### src/rtl/seq_issue_pkg.sv
// ---------------------------------------------------------------------------
// seq_definitions
//
// Shared definitions for the sequencer issue stage: datapath widths,
// register-file depth, opcode and FSM state encodings, instruction field
// positions and a decode helper that splits an instruction word into its
// fields.
//
// No ports (package).
// ---------------------------------------------------------------------------
package seq_definitions;

   // Datapath / register width, shared with seq_add and seq_mult.
   localparam int alu_width  = 8;
   // Instruction word width.
   localparam int inst_width = 8;
   // Register-file depth; tied to the 2-bit register fields.
   localparam int num_regs   = 4;
   localparam int reg_addr_w = $clog2(num_regs);

   // Instruction field positions.
   localparam int op_msb      = 7;
   localparam int op_lsb      = 6;
   localparam int rs0_msb     = 5;
   localparam int rs0_lsb     = 4;
   localparam int rs1_msb     = 3;
   localparam int rs1_lsb     = 2;
   localparam int rd_msb      = 1;
   localparam int rd_lsb      = 0;
   localparam int push_rd_msb = 5;
   localparam int push_rd_lsb = 4;
   localparam int imm_msb     = 3;
   localparam int imm_lsb     = 0;
   localparam int imm_w       = imm_msb - imm_lsb + 1;

   // Opcodes carried in the top two instruction bits.
   typedef enum logic [1:0] {
      OP_PUSH = 2'b00,
      OP_ADD  = 2'b01,
      OP_MULT = 2'b10,
      OP_SEND = 2'b11
   } op_e;

   // Issue-stage FSM states.
   typedef enum logic [1:0] {
      ST_IDLE = 2'b00,
      ST_EXEC = 2'b01,
      ST_SEND = 2'b10
   } state_e;

   // Fully decoded instruction. The imm field is already sign-extended
   // to the datapath width so consumers never deal with the raw nibble.
   typedef struct packed {
      op_e                   op;
      logic [reg_addr_w-1:0] rs0;
      logic [reg_addr_w-1:0] rs1;
      logic [reg_addr_w-1:0] rd;
      logic [alu_width-1:0]  imm;
   } decoded_t;

   // PUSH keeps its destination in the field ADD/MULT use for rs0, so the
   // rd selection depends on the opcode. The other fields are extracted
   // unconditionally and simply ignored by ops that do not use them.
   function automatic decoded_t decode(input logic [inst_width-1:0] inst);
      decoded_t d;
      d.op  = op_e'(inst[op_msb:op_lsb]);
      d.rs0 = inst[rs0_msb:rs0_lsb];
      d.rs1 = inst[rs1_msb:rs1_lsb];
      if (d.op == OP_PUSH) begin
         d.rd = inst[push_rd_msb:push_rd_lsb];
      end else begin
         d.rd = inst[rd_msb:rd_lsb];
      end
      d.imm = {{(alu_width - imm_w){inst[imm_msb]}}, inst[imm_msb:imm_lsb]};
      return d;
   endfunction

endpackage

### src/rtl/seq_issue_rf.sv
// ---------------------------------------------------------------------------
// seq_rf
//
// num_regs x alu_width register file for the issue stage. Two combinational
// read ports feed the operand latches; one synchronous write port takes
// PUSH immediates and ALU results. A synchronous reset clears every entry.
//
// Ports:
//   clk          system clock
//   rst          synchronous active-high clear of all entries
//   i_rd_addr_a  read port A address      o_rd_data_a  read port A data
//   i_rd_addr_b  read port B address      o_rd_data_b  read port B data
//   i_wr_en      write enable
//   i_wr_addr    write address
//   i_wr_data    write data
// ---------------------------------------------------------------------------
module seq_rf
   import seq_definitions::*;
(
   input  logic                  clk,
   input  logic                  rst,
   input  logic [reg_addr_w-1:0] i_rd_addr_a,
   input  logic [reg_addr_w-1:0] i_rd_addr_b,
   output logic [alu_width-1:0]  o_rd_data_a,
   output logic [alu_width-1:0]  o_rd_data_b,
   input  logic                  i_wr_en,
   input  logic [reg_addr_w-1:0] i_wr_addr,
   input  logic [alu_width-1:0]  i_wr_data
);

   logic [alu_width-1:0] regs_q [num_regs];

   // Storage update. Reset wins over a coincident write so an instruction
   // caught in flight by reset never lands in the register file.
   always_ff @(posedge clk) begin
      if (rst) begin
         for (int i = 0; i < num_regs; i++) begin
            regs_q[i] <= '0;
         end
      end else if (i_wr_en) begin
         regs_q[i_wr_addr] <= i_wr_data;
      end
   end

   // Reads are combinational so the issue stage can latch operands in the
   // same cycle it accepts an instruction.
   assign o_rd_data_a = regs_q[i_rd_addr_a];
   assign o_rd_data_b = regs_q[i_rd_addr_b];

endmodule

### src/rtl/seq_issue.sv
// ---------------------------------------------------------------------------
// seq_issue
//
// Instruction issue and register-file stage of the sequencer datapath.
// Accepts one instruction at a time over a valid/ready handshake, reads its
// operands from seq_rf, drives the shared ALU operand bus towards seq_add /
// seq_mult, writes the ALU result (or a PUSH immediate) back, and streams a
// register out over the transmit handshake for SEND.
//
// Ports:
//   clk, rst        clock and synchronous active-high reset
//   i_inst          instruction word
//   i_inst_valid    instruction present
//   o_inst_ready    stage can accept an instruction (IDLE only)
//   o_alu_a/b       operand bus to seq_add / seq_mult
//   o_add_valid     request to seq_add
//   o_mult_valid    request to seq_mult
//   i_add_data/valid   seq_add result
//   i_mult_data/valid  seq_mult result
//   o_tx_data/valid transmit data for SEND
//   i_tx_ready      consumer accepts o_tx_data
// ---------------------------------------------------------------------------
module seq_issue
   import seq_definitions::*;
(
   input  logic                  clk,
   input  logic                  rst,
   input  logic [inst_width-1:0] i_inst,
   input  logic                  i_inst_valid,
   output logic                  o_inst_ready,
   output logic [alu_width-1:0]  o_alu_a,
   output logic [alu_width-1:0]  o_alu_b,
   output logic                  o_add_valid,
   output logic                  o_mult_valid,
   input  logic [alu_width-1:0]  i_add_data,
   input  logic                  i_add_valid,
   input  logic [alu_width-1:0]  i_mult_data,
   input  logic                  i_mult_valid,
   output logic [alu_width-1:0]  o_tx_data,
   output logic                  o_tx_valid,
   input  logic                  i_tx_ready
);

   state_e                state_q, state_d;
   op_e                   op_q, op_d;
   logic [reg_addr_w-1:0] rd_q, rd_d;
   logic [alu_width-1:0]  opa_q, opa_d;
   logic [alu_width-1:0]  opb_q, opb_d;

   decoded_t              dec;
   logic [alu_width-1:0]  rf_a;
   logic [alu_width-1:0]  rf_b;
   logic                  wr_en;
   logic [alu_width-1:0]  wr_data;

   // Decode is purely combinational on the presented word; it is only
   // acted upon when the instruction is actually accepted in IDLE.
   assign dec = decode(i_inst);

   seq_rf u_rf (
      .clk         (clk),
      .rst         (rst),
      .i_rd_addr_a (dec.rs0),
      .i_rd_addr_b (dec.rs1),
      .o_rd_data_a (rf_a),
      .o_rd_data_b (rf_b),
      .i_wr_en     (wr_en),
      .i_wr_addr   (rd_q),
      .i_wr_data   (wr_data)
   );

   // The operand latches sit directly on the ALU bus. They only change on
   // accept, so the operands stay put for however long the ALU stalls.
   assign o_alu_a = opa_q;
   assign o_alu_b = opb_q;

   // State and instruction latches. Reset drops whatever was in flight.
   always_ff @(posedge clk) begin
      if (rst) begin
         state_q <= ST_IDLE;
         op_q    <= OP_PUSH;
         rd_q    <= '0;
         opa_q   <= '0;
         opb_q   <= '0;
      end else begin
         state_q <= state_d;
         op_q    <= op_d;
         rd_q    <= rd_d;
         opa_q   <= opa_d;
         opb_q   <= opb_d;
      end
   end

   // Next-state, writeback and handshake outputs.
   // Handshake outputs are masked by rst so they read as idle during the
   // reset cycle itself, whatever state the FSM happens to be in. Only one
   // instruction is ever in flight and its writeback completes before the
   // return to IDLE, so the next instruction always reads fresh registers.
   // A PUSH has no second source register, so its sign-extended immediate
   // rides in the opB latch and is written back from there.
   always_comb begin
      state_d      = state_q;
      op_d         = op_q;
      rd_d         = rd_q;
      opa_d        = opa_q;
      opb_d        = opb_q;
      o_inst_ready = 1'b0;
      o_add_valid  = 1'b0;
      o_mult_valid = 1'b0;
      o_tx_valid   = 1'b0;
      o_tx_data    = '0;
      wr_en        = 1'b0;
      wr_data      = '0;

      case (state_q)
         ST_IDLE: begin
            o_inst_ready = ~rst;
            if (i_inst_valid && !rst) begin
               op_d  = dec.op;
               rd_d  = dec.rd;
               opa_d = rf_a;
               opb_d = (dec.op == OP_PUSH) ? dec.imm : rf_b;
               state_d = (dec.op == OP_SEND) ? ST_SEND : ST_EXEC;
            end
         end

         ST_EXEC: begin
            case (op_q)
               OP_PUSH: begin
                  wr_en   = 1'b1;
                  wr_data = opb_q;
                  state_d = ST_IDLE;
               end
               OP_ADD: begin
                  o_add_valid = ~rst;
                  if (i_add_valid) begin
                     wr_en   = 1'b1;
                     wr_data = i_add_data;
                     state_d = ST_IDLE;
                  end
               end
               OP_MULT: begin
                  o_mult_valid = ~rst;
                  if (i_mult_valid) begin
                     wr_en   = 1'b1;
                     wr_data = i_mult_data;
                     state_d = ST_IDLE;
                  end
               end
               default: begin
                  state_d = ST_IDLE;
               end
            endcase
         end

         ST_SEND: begin
            o_tx_valid = ~rst;
            o_tx_data  = rst ? '0 : opa_q;
            if (i_tx_ready) begin
               state_d = ST_IDLE;
            end
         end

         default: begin
            state_d = ST_IDLE;
         end
      endcase
   end

endmodule

### config.mk
export PLATFORM = sky130hd
export DESIGN_NAME = seq_issue
export DESIGN_NICKNAME = d
export VERILOG_FILES = /design/src/rtl/seq_issue_pkg.sv /design/src/rtl/seq_issue_rf.sv /design/src/rtl/seq_issue.sv
export SDC_FILE = /design/constraint.sdc
export NUM_CORES = 1
export LEC_CHECK = 0
export BUFFER_PORTS_ARGS = -buffer_cell sky130_fd_sc_hd__buf_2
export CAP_MARGIN = 20
export CORE_MARGIN = 2
export CORE_UTILIZATION = 55
export CTS_CLUSTER_DIAMETER = 150
export DETAILED_ROUTE_END_ITERATION = 6
export GPL_TIMING_DRIVEN = 1
export PLACE_DENSITY_LB_ADDON = 0.2
export SKIP_CTS_REPAIR_TIMING = 1
export SYNTH_ARGS = -nofsm -noshare
export SYNTH_HDL_FRONTEND = slang
export SYNTH_SLANG_ARGS = --single-unit
### constraint.sdc
create_clock -name clk -period 2.08 [get_ports clk]
set_input_delay 0.624 -clock clk [delete_from_list [all_inputs] [get_ports clk]]
set_output_delay 0.624 -clock clk [all_outputs]
set_load 0.05 [all_outputs]
# Word level (Yosys, flattened, before mapping)
# Memory sizes are Yosys's and may differ from the RTL's. A register that Yosys moved wholly into a read port is not among the register bits.
# Cells that the tools add are included.
[totals]
rom_bits = 0
elab_cells = 56
output_inout_bits = 28
mem_count = 1
latchBits = 0
ram_bits = 32
input_bits = 30
reg_bits = 14
[op_classes]
addsub = 0
mul = 0
shifts = 0
div_mod_pow = 0
eq_ne = 9
n_reduce_logical = 8
bitwise_logic = 1
mux = 33
magnitude_cmp = 0
[mem_list]
columns = ["name", "depth", "width", "read_ports", "rd_clocked_by_memory_dff", "write_ports", "line_no", "text"]
rows = [
  ["u_rf.regs_q", 4, 8, 2, 1, 4, "seq_issue_rf.sv:31", "logic [alu_width-1:0] regs_q [num_regs];"],
]
[op_table]
columns = ["operator", "count"]
rows = [
  ["8-bit two-way mux", 7],
  ["8-bit case mux with 3 select lines", 1],
  ["1-bit two-way mux", 15],
  ["2-bit two-way mux", 7],
  ["8-bit OR reduction", 1],
  ["2-bit == test, second input constant", 3],
  ["2-bit zero test", 3],
  ["3-bit != test, second input constant", 2],
  ["2-bit case mux with 3 select lines", 1],
  ["2-bit by 1-bit == test with 1-bit output, second input constant", 2],
  ["2-bit != test, second input constant", 2],
  ["2-bit case mux with 2 select lines", 1],
  ["4-bit AND reduction", 1],
  ["1-bit case mux with 3 select lines", 1],
  ["2-bit AND reduction", 1],
  ["1-bit logical AND", 1],
  ["1-bit zero test", 1],
  ["1-bit NOT", 1],
]

# Longest topological paths before layout
[depth]
word_depth = 8
ltp_mapped = 6
mapped_depth_nobuf = 3

# Cells and area by module
# From an unflattened synthesis, not the netlist that was laid out.
[hier_totals]
cells_unflattened = 255
area_unflattened_um2 = 2887.8
[modules_own_cells]
columns = ["module", "cells_each", "area_per_inst_um2", "n_inst", "seq_area_each_um2"]
rows = [
  ["seq_rf", 94, 1671.6, 1, 960.9],
  ["seq_issue", 161, 1216.2, 1, 440.4],
]

# Worst setup path before layout
# Ideal clock, no wire load.
[synth_timing]
path_type = "input to output"
startpoint = "in rst"
endpoint = "out o_add_valid"
path_slack_ps = -697
arrival_ps = 2153
required_ps = 1456
n_path_buf = 0
stages = 2
cell_sequence = "nor3b_2 nor3b_1"
[synth_via]
elab_chain_cells = 3
[synth_rtl]
columns = ["item", "line_no", "text"]
rows = [
  ["start: declaration", "seq_issue.sv:27", "input logic rst,"],
  ["1-bit NOT", "seq_issue.sv:135", "o_add_valid = ~rst;"],
  ["1-bit two-way mux", "seq_issue.sv:128", "case (op_q)"],
  ["1-bit two-way mux", "seq_issue.sv:115", "case (state_q)"],
  ["end: declaration", "seq_issue.sv:33", "output logic o_add_valid,"],
]
# Every way passes these cells.

# Worst setup path after layout
[layout_timing]
startpoint = "in rst"
endpoint = "out o_tx_data[5]"
[layout_via]
elab_chain_cells = 2
[layout_rtl]
columns = ["item", "line_no", "text"]
rows = [
  ["8-bit two-way mux", "seq_issue.sv:158", "o_tx_data = rst ? '0 : opa_q;"],
  ["8-bit two-way mux", "seq_issue.sv:115", ""],
  ["end: declaration", "seq_issue.sv:39", "output logic [alu_width-1:0] o_tx_data,"],
]
# Every way passes these cells.

==> results.yml <==
grt:
  grt_pass1_vias: 2188
  grt_max_degree: 25
  grt.total_usage: 0.257
  grt_antenna_before_repair: 0
  grt_pass1_wl_mm: 10.6
  grt_overflow: 0
power_and_ir_drop:
  vdd_drop_max_mv: 0.372
  p_total_w: 0.00232
  leakagePower_nw: 1.33
  p_per_area_mw_per_mm2: 665
cells_and_area:
  layoutNonFillerInstCount: 393
  diodes: 0
  final_common_cell: "buf_2"
  mostFrequentLayoutCells: "50 x buf_2, 32 x nor2_1, 32 x edfxtp_1, 27 x buf_4, 20 x dfxtp_1"
  drive_above_1_share: 0.427
  nNetsFinal: 352
  fill_cells: 387
  synthToLayoutAreaGrowth_pct: 23.0
drt:
  via_count: 2277
  drt-initial-drc-count: 122
  drt_first_pass_iters: 4
  drt_wl_total_mm: 6.87
  route.detailed.drc: 0
  viasPerCell: 5.79
  drt-wirelength-per-cell_um: 17.5
  ant_nets: 0
sta:
  hold_viol: 0
  tightestPinTransition_ps: 495
  period_minus_slack_ps: 2040
  clock.fmax_mhz: 490
  drv_slew: 0
  fin_crit_sh: 0.980
  finalSetupViolations: 0
  slew_headroom: 0.670
  finalClockSkew_ps: 3.92
  hold_ws_ps: 497
clock_tree:
  numCtsBuffers: 5
  insertion_delay_ps: 320
  cts_buffer_depth: 2
  cts_tree: "done"
  clockRootBuffer: "clkbuf_8"
  cts_htree_levels: 2
  cts.sinks: 54
  path_clk_slew_ps: 100
logic_synthesis:
  synth_edf_count: 32
  synth.top_cell.area_share: 0.339
  ys_warn_count: 0
  synth.cell_area_sq_mm: 0.00284
  syn-num-nets: 282
  seq_area_frac_synth: 0.494
  synth_seq_cells: 54
  synth.largest_area_cell: "edfxtp_1"
  synth.distinct_cells: 38
  syn_avg_cell_area_sq_um: 11.3
  synthFlopType: "edfxtp_1"
  syn_inst: 252
  ys_top_cells_by_area: "edfxtp_1 34%, dfxtp_1 16%, mux4_2 12%, nor2_1 5.4%, nor3b_1 2.9%"
  synth-async-reset-ratio: 0
floorplan:
  die_h_um: 75.8
  rows: 26
  ioPinCount: 58
  core-area_sq_mm: 0.00504
  dieWidth_um: 75.8
  initial_utilization: 0.563
  die_area_sq_mm: 0.00575
setup_path:
  worstPathMaxFanout: 19
  start_kind: "input port"
  arrival_ps: 1420
  cp-end-kind: "output pin"
  required_ps: 1460
  ff2ff_setup_slack_ps: 330
  worstSetupPathType: "input port to output pin"
place:
  port_buffers: 57
  gp_congestion: 0.792
  dp_hpwl_mm: 4.98
  dp_cells: 385
flow_run:
  max_cap_viol_count: 0
worst_hold_path:
  min_path_type: "flop to flop"
run_status:
  status: "finished clean"
## cell families after synthesis
| family | count (synthesis) | share of synthesized area |
|---|---|---|
| AO/OA/AOI/OAI | 44 | 0.113 |
| buffers and inverters | 22 | 0.0401 |
| flip-flops | 54 | 0.494 |
| multiplexers | 18 | 0.131 |
| AND/OR/NAND/NOR | 114 | 0.222 |
## worst max-delay path, stage by stage
cell and delay, ps:
buf_2 130, buf_12 150, nand2b_1 170, nor2_2 80
buf_2 260
## cell usage after synthesis, drive strengths merged, types with 3 or more instances
cell / number
nor2: 41
edfxtp: 32
dfxtp: 22
nand2: 17
o21ai: 17
mux4: 15
nand2b: 13
nor3b: 12
buf: 11
a21oi: 10
clkbuf: 10
nand3b: 10
a221oi: 7
nand3: 7
nor2b: 4
o2111ai: 3
## power by group
group	switching [W]	leakage, nW	internal [W]
registers	0.0000429	0.513	0.00119
clock network	0.000363	0.0422	0.000238
logic	0.000293	0.773	0.000196
total	0.000700	1.33	0.00162
## final cells by class
cell class	instances	area (sq um)	share of cell area
Sequential cell	54	1400	0.402
Multi-Input combinational cell	176	1380	0.394
Timing Repair Buffer	84	531	0.152
Tap cell	70	87.6	0.0251
Clock buffer	5	68.8	0.0197
Clock inverter	3	20.0	0.00574
Inverter	1	3.75	0.00108
## final timing paths
| path | from | cells after the start | endpoint |
|---|---|---|---|
| worst max-delay path | rst | 5 | o_tx_data[5] |
| worst min-delay path | o_alu_b[6] | 2 | o_alu_b[6] |
| worst max register to register | op_q[1] | 4 | u_rf.regs_q[2][1] |
| worst min register to register | o_alu_b[6] | 2 | o_alu_b[6] |
## per-stage QoR
step | setup WS [ps] | TNS [ps] | util | cell area [sq um]
detailed placement | 18.7 | 0 | 0.669 | 3370
CTS | -81.5 | -665 | 0.686 | 3460
floorplan | -57.7 | -70.3 | - | 2880
global placement | 32.5 | 0 | 0.669 | 3370
finish | 40.8 | 0 | 0.692 | 3490
global route | -16.2 | -16.2 | 0.692 | 3490
## routing by layer
metal / vias up / track usage / part of all wire / routed length (um)
met5: - / 0 / 0 / 0
met4: 0 / 0.0897 / 0.023 / 155
met3: 12 / 0.0463 / 0.062 / 426
met2: 90 / 0.439 / 0.50 / 3430
met1: 1100 / 0.330 / 0.42 / 2860
li1: 1075 / - / - / -
## state kept, by name, summed over array words and instances (netlist names)
name	flops
u_rf.regs_q	32
rd_q	2
state_q	2
op_q	2
o_alu_a	8
o_alu_b	8
Note: power is estimated with default switching activity, not from simulation.
